<file path="config.mk">
export PLATFORM = sky130hd
export DESIGN_NAME = exc_pc_ctrl_flat
export DESIGN_NICKNAME = d
export VERILOG_FILES = /design/src/rtl/exc_pc_ctrl_if.sv /design/src/rtl/exc_pc_ctrl.sv /design/src/flat_wrapper.sv
export SDC_FILE = /design/constraint.sdc
export NUM_CORES = 1
export LEC_CHECK = 0
export CELL_PAD_IN_SITES_DETAIL_PLACEMENT = 0
export CELL_PAD_IN_SITES_GLOBAL_PLACEMENT = 2
export CORE_ASPECT_RATIO = 1.25
export CORE_MARGIN = 2
export CORE_UTILIZATION = 17
export CTS_CLUSTER_SIZE = 16
export DETAILED_ROUTE_END_ITERATION = 10
export PLACE_DENSITY = 0.8
export RECOVER_POWER = 50
export SLEW_MARGIN = 20
export SYNTH_ARGS = -nofsm -noshare
export SYNTH_HDL_FRONTEND = slang
export SYNTH_SLANG_ARGS = --single-unit
export TNS_END_PERCENT = 10
</file>
<file path="constraint.sdc">
create_clock -name clk -period 3.21 [get_ports clk]
set_input_delay 0.963 -clock clk [delete_from_list [all_inputs] [get_ports clk]]
set_output_delay 0.963 -clock clk [all_outputs]
set_load 0.005 [all_outputs]
</file>
<file path="src/rtl/exc_pc_ctrl_if.sv">
// exc_pc_ctrl_if
//   Vector-table read bus between the exception/next-PC controller and memory.
//   mem_addr   byte address of the vector entry (valid while mem_rd=1)
//   mem_rd     read request
//   mem_rdata  read data returned by memory
//   master: controller side, slave: memory side.
interface exc_pc_ctrl_if #(
    parameter int DATA_W = 32
) ();
    logic [DATA_W-1:0] mem_addr;
    logic              mem_rd;
    logic [DATA_W-1:0] mem_rdata;

    modport master (output mem_addr, output mem_rd, input  mem_rdata);
    modport slave  (input  mem_addr, input  mem_rd, output mem_rdata);
endinterface

</file>
<file path="src/rtl/exc_pc_ctrl.sv">
// exc_pc_ctrl
//   Exception / next-PC controller for the multicycle CPU. In normal operation
//   the PCSource value and the control unit's write enable pass straight to the
//   PC register. When an exception is requested, EPC and the one-hot cause are
//   recorded, the handler byte is fetched from the vector table, and the
//   zero-extended byte is loaded into PC while busy freezes the control unit.
// Ports
//   clk, reset      rising-edge clock, synchronous active-high reset
//   exc_req         exception request flags (bit 0 highest priority)
//   pc_in           current PC, already incremented past the faulting instr
//   pc_source_in    normal next PC
//   pc_write_in     normal PC write enable
//   mem             vector-table read bus (master side)
//   epc, cause      exception PC and one-hot cause of last accepted exception
//   pc_out, pc_load value and write enable for the PC register
//   busy            exception sequence in progress
module exc_pc_ctrl #(
    parameter int DATA_W   = 32,
    parameter int N_CAUSES = 3,
    parameter int VEC_BASE = 253,
    parameter int MEM_LAT  = 1
) (
    input  logic                clk,
    input  logic                reset,
    input  logic [N_CAUSES-1:0] exc_req,
    input  logic [DATA_W-1:0]   pc_in,
    input  logic [DATA_W-1:0]   pc_source_in,
    input  logic                pc_write_in,
    exc_pc_ctrl_if.master       mem,
    output logic [DATA_W-1:0]   epc,
    output logic [N_CAUSES-1:0] cause,
    output logic [DATA_W-1:0]   pc_out,
    output logic                pc_load,
    output logic                busy
);

    localparam int IDX_W = (N_CAUSES > 1) ? $clog2(N_CAUSES) : 1;
    localparam int CNT_W = (MEM_LAT > 1) ? $clog2(MEM_LAT) : 1;

    typedef enum logic [1:0] {
        IDLE,
        RD,
        LOAD
    } state_t;

    state_t              state_q, state_d;
    logic [DATA_W-1:0]   epc_q;
    logic [N_CAUSES-1:0] cause_q;
    logic [CNT_W-1:0]    cnt_q;
    logic [DATA_W-1:0]   vec_q;
    logic [IDX_W-1:0]    idx_q;

    logic [IDX_W-1:0]    sel_idx;
    logic [N_CAUSES-1:0] sel_onehot;
    logic                req_any;
    logic                rd_last;

    // Only the low byte of the vector entry is used.
    logic unused_rdata_hi;
    assign unused_rdata_hi = ^mem.mem_rdata[DATA_W-1:8];

    assign req_any = |exc_req;
    assign rd_last = (cnt_q == CNT_W'(MEM_LAT - 1));

    // Scan from the top down so the lowest set bit is the final assignment.
    always_comb begin
        sel_idx    = '0;
        sel_onehot = '0;
        for (int unsigned i = 0; i < N_CAUSES; i++) begin
            if (exc_req[N_CAUSES-1-i]) begin
                sel_idx = IDX_W'(N_CAUSES - 1 - i);
            end
        end
        sel_onehot[sel_idx] = 1'b1;
    end

    always_ff @(posedge clk) begin
        if (reset) begin
            state_q <= IDLE;
            epc_q   <= '0;
            cause_q <= '0;
            cnt_q   <= '0;
            vec_q   <= '0;
            idx_q   <= '0;
        end else begin
            state_q <= state_d;
            unique case (state_q)
                IDLE: begin
                    if (req_any) begin
                        epc_q   <= pc_in - DATA_W'(4);
                        cause_q <= sel_onehot;
                        idx_q   <= sel_idx;
                        cnt_q   <= '0;
                    end
                end
                RD: begin
                    cnt_q <= cnt_q + CNT_W'(1);
                    if (rd_last) begin
                        vec_q <= DATA_W'(mem.mem_rdata[7:0]);
                    end
                end
                default: ;
            endcase
        end
    end

    always_comb begin
        state_d      = state_q;
        pc_out       = pc_source_in;
        pc_load      = pc_write_in;
        busy         = 1'b0;
        mem.mem_rd   = 1'b0;
        mem.mem_addr = DATA_W'(VEC_BASE) + DATA_W'(idx_q);
        unique case (state_q)
            IDLE: begin
                if (req_any) state_d = RD;
            end
            RD: begin
                mem.mem_rd = 1'b1;
                pc_load    = 1'b0;
                busy       = 1'b1;
                if (rd_last) state_d = LOAD;
            end
            LOAD: begin
                pc_out  = vec_q;
                pc_load = 1'b1;
                busy    = 1'b1;
                state_d = IDLE;
            end
            default: state_d = IDLE;
        endcase
    end

    assign epc   = epc_q;
    assign cause = cause_q;

endmodule

</file>
<file path="src/flat_wrapper.sv">
// flat-port wrapper written by rule: the top's interface ports become plain ports
module exc_pc_ctrl_flat 
#(
    parameter int DATA_W   = 32,
    parameter int N_CAUSES = 3,
    parameter int VEC_BASE = 253,
    parameter int MEM_LAT  = 1
)
  (clk, reset, exc_req, pc_in, pc_source_in, pc_write_in, epc, cause, pc_out, pc_load, busy, mem_mem_addr, mem_mem_rd, mem_mem_rdata);
  exc_pc_ctrl_if #(.DATA_W(DATA_W)) mem_i ();
  input  logic clk;
  input  logic reset;
  input  logic [N_CAUSES-1:0] exc_req;
  input  logic [DATA_W-1:0] pc_in;
  input  logic [DATA_W-1:0] pc_source_in;
  input  logic pc_write_in;
  output logic [DATA_W-1:0] epc;
  output logic [N_CAUSES-1:0] cause;
  output logic [DATA_W-1:0] pc_out;
  output logic pc_load;
  output logic busy;
  output wire logic [$bits(mem_i.mem_addr)-1:0] mem_mem_addr;
  output wire logic [$bits(mem_i.mem_rd)-1:0] mem_mem_rd;
  input wire logic [$bits(mem_i.mem_rdata)-1:0] mem_mem_rdata;
  assign mem_mem_addr = mem_i.mem_addr;
  assign mem_mem_rd = mem_i.mem_rd;
  assign mem_i.mem_rdata = mem_mem_rdata;
  exc_pc_ctrl #(.DATA_W(DATA_W), .N_CAUSES(N_CAUSES), .VEC_BASE(VEC_BASE), .MEM_LAT(MEM_LAT)) u_core (.clk(clk), .reset(reset), .exc_req(exc_req), .pc_in(pc_in), .pc_source_in(pc_source_in), .pc_write_in(pc_write_in), .mem(mem_i), .epc(epc), .cause(cause), .pc_out(pc_out), .pc_load(pc_load), .busy(busy));
endmodule
</file>
==> results.yml <==
timing:
  max_slew_margin_pct: 47.8
  period_needed_ns: 3.11
  fmax_mhz: 321
  tightest_slew_ns: 0.783
  rsz0062_at_grt: "no"
  clock_skew_ns: 0.00713
  period_share_pct: 96.9
  slew_viol_final: 0
  hold_viol_final: 0
  setup_viol_count_final: 0
  finalWorstSetupSlack_ns: 0.0980
cells_and_area:
  area.sequential_sq_um: 941
  final_cells: 727
  design_area_sq_um: 4830
  fill_cells: 1771
  multi_input_area_sq_um: 1630
  n_antenna_cell: 0
  area_delta_synth_final_pct: 72.5
  nets: 618
  drive_above_1_share_pct: 11.9
logic_synthesis:
  syn_inst: 347
  synth_area_leaders: "dfxtp_1 (34%), buf_4 (7.8%), a311oi_1 (5.9%)"
  synth.top_cells.by_count: "dfxtp_1 (47), nor2_1 (41), buf_4 (29)"
  avgSynthCellArea_sq_um: 8.07
  synth_top_area_share_pct: 33.6
  synth_warnings: 0
  synth_edf_count: 0
  ys_seq_area_share_pct: 33.6
  yosys.area.top_type: "dfxtp_1"
  ys_types: 37
  async_flop_share_pct: 0
  ys_seq_elements: 47
  yosysMostFrequentCell: "dfxtp_1"
  syn_area_sq_um: 2800
  synth_ff_type: "dfxtp_1"
place:
  hpwl_microns: 8170
  place_ws_ns: -0.253
  place_inst: 719
  gp_congestion: 0.827
  postPlaceCellArea_sq_um: 4660
  placement.io_buffers: 156
power:
  p_per_area_nw_per_um2: 415
  leakage_nw: 1.80
  total_power_w: 0.00200
  peakVddDrop_uv: 186
global_routing:
  grt_overflow: 0
  grt_pass1_wl_microns: 15500
  grt.total_usage_pct: 11.0
  grt_max_degree: 34
  grt_antenna_before_repair: 0
  grt_pass1_vias: 3029
detailed_routing:
  routed_wl_microns: 9930
  drc: 0
  drtIter0Drc: 92
  final_antenna_net_count: 0
  wl_per_cell_microns: 13.7
  via_per_inst: 4.25
  via_count: 3089
  drt_first_pass_iters: 6
die:
  io_pins: 204
  core_area_sq_um: 16100
  std_cell_rows: 52
  start_util_pct: 17.4
  die_area_sq_um: 17500
  dieWidth_microns: 119
  dieHeight_microns: 147
outcome:
  outcome: "finished, final reports clean"
critical_path:
  required_ns: 2.25
  endpoint_kind: "primary output"
  cp_max_fo: 1
  start_kind: "primary input"
  critPathArrivalTime_ns: 2.15
  crit_type: "primary input to primary output"
clock_network:
  clockRootBuffer: "clkbuf_16"
  clk_pin_slew_ns: 0.07
  post_cts_buffers: 0
  cts_buffer_depth: 2
  h-tree-depth: 2
  numCtsBuffers: 5
  cts_tree: "built"
  clock_latency_ns: 0.29
  cts.sinks: 47
worst_hold_path:
  hold_path_class: "flop to flop"
job:
  maxCapViolations: 0
==> cell families after synthesis <==
family	count (synthesis)	share of synthesized area (%)
and+or+nand+nor	144	26.9
AOI/OAI and AO/OA	72	18.5
buffers and inverters	60	12.1
DFF	47	33.6
muxes	10	3.98
xor gates and xnor gates	7	2.19
adders and majority gates	6	2.68
other	1	0.134
==> layer usage <==
layer	vias up	track usage [%]	part of all wire, %
li1	1520	-	-
met3	8	3.32	9.0
met5	-	0	0
met4	0	3.75	1.7
met2	137	20.9	52
met1	1424	11.4	37
==> worst max-delay path: stages <==
cell and delay (ns):
clkdlybuf4s50_1 0.44, nor2b_1 0.20, clkdlybuf4s50_1 0.54
==> registers in the layout, summed over array words and instances (netlist names) <==
name            cells
u_core.epc         32
u_core.vec_q        8
u_core.cause        2
u_core.idx_q        2
u_core.state_q      2
u_core.cnt_q        1
==> metrics by stage <==
step	util [%]	hold WS, ns	TNS, ns
after detailed placement	28.9	0.446	-2.20
after global routing	29.9	0.474	0
after floorplan	-	0.433	0
after CTS	29.8	0.458	0
final	29.9	0.454	0
after global placement	28.9	0.442	-1.68
==> where the power goes <==
| part | leakage (nW) | internal (W) | total [W] | switching (W) |
|---|---|---|---|---|
| clock | 0.0658 | 0.000288 | 0.000529 | 0.000241 |
| sequential | 0.389 | 0.000676 | 0.000728 | 0.0000522 |
| combinational | 1.35 | 0.000425 | 0.000746 | 0.000321 |
| total | 1.80 | 0.00139 | 0.00200 | 0.000615 |
==> cell type report <==
type / count / share of cell area (%)
Sequential cell: 47 / 19.5
Clock inverter: 3 / 0.415
Timing Repair Buffer: 188 / 37.7
Inverter: 6 / 0.466
Multi-Input combinational cell: 262 / 33.7
Tap cell: 216 / 5.60
Clock buffer: 5 / 2.59
==> cell usage in the layout (no fill, tap or decap), drive strengths merged, types with 2 or more instances in the layout <==
cell / n
nor4: 3
nor2: 41
or3: 11
xnor2: 5
or4: 17
a211oi: 11
o31ai: 15
buf: 33
o31a: 2
nor4b: 2
dfxtp: 47
nand2b: 3
xor2: 2
dlygate4sd3: 43
o21ai: 7
clkbuf: 5
nor2b: 25
ha: 6
nand2: 27
mux2: 9
a21oi: 13
clkinvlp: 2
clkdlybuf4s50: 112
nor3: 6
inv: 6
conb: 23
or2: 6
a311oi: 19
==> path summary, 6_finish.rpt <==
check / from / to / slack [ns] / cells after the start
worst min-delay path: u_core.vec_q[3]$_SDFFE_PP0P_ / u_core.vec_q[3]$_SDFFE_PP0P_ / 0.45 / 2
worst min register to register: u_core.vec_q[3]$_SDFFE_PP0P_ / u_core.vec_q[3]$_SDFFE_PP0P_ / 0.45 / 2
worst max-delay path: pc_source_in[17] / pc_out[17] / 0.1 / 3
worst max register to register: u_core.state_q[1]$_SDFFE_PP0P_ / u_core.epc[23]$_SDFFE_PP0P_ / 0.95 / 6
==> timing repair <==
action	in CTS	in global routing
setup endpoints to repair	0	6
endpoints found under the hold margin	0	0
hold buffers	0	0
resized for setup	0	5
No activity file was read; power rests on OpenSTA's default activity.
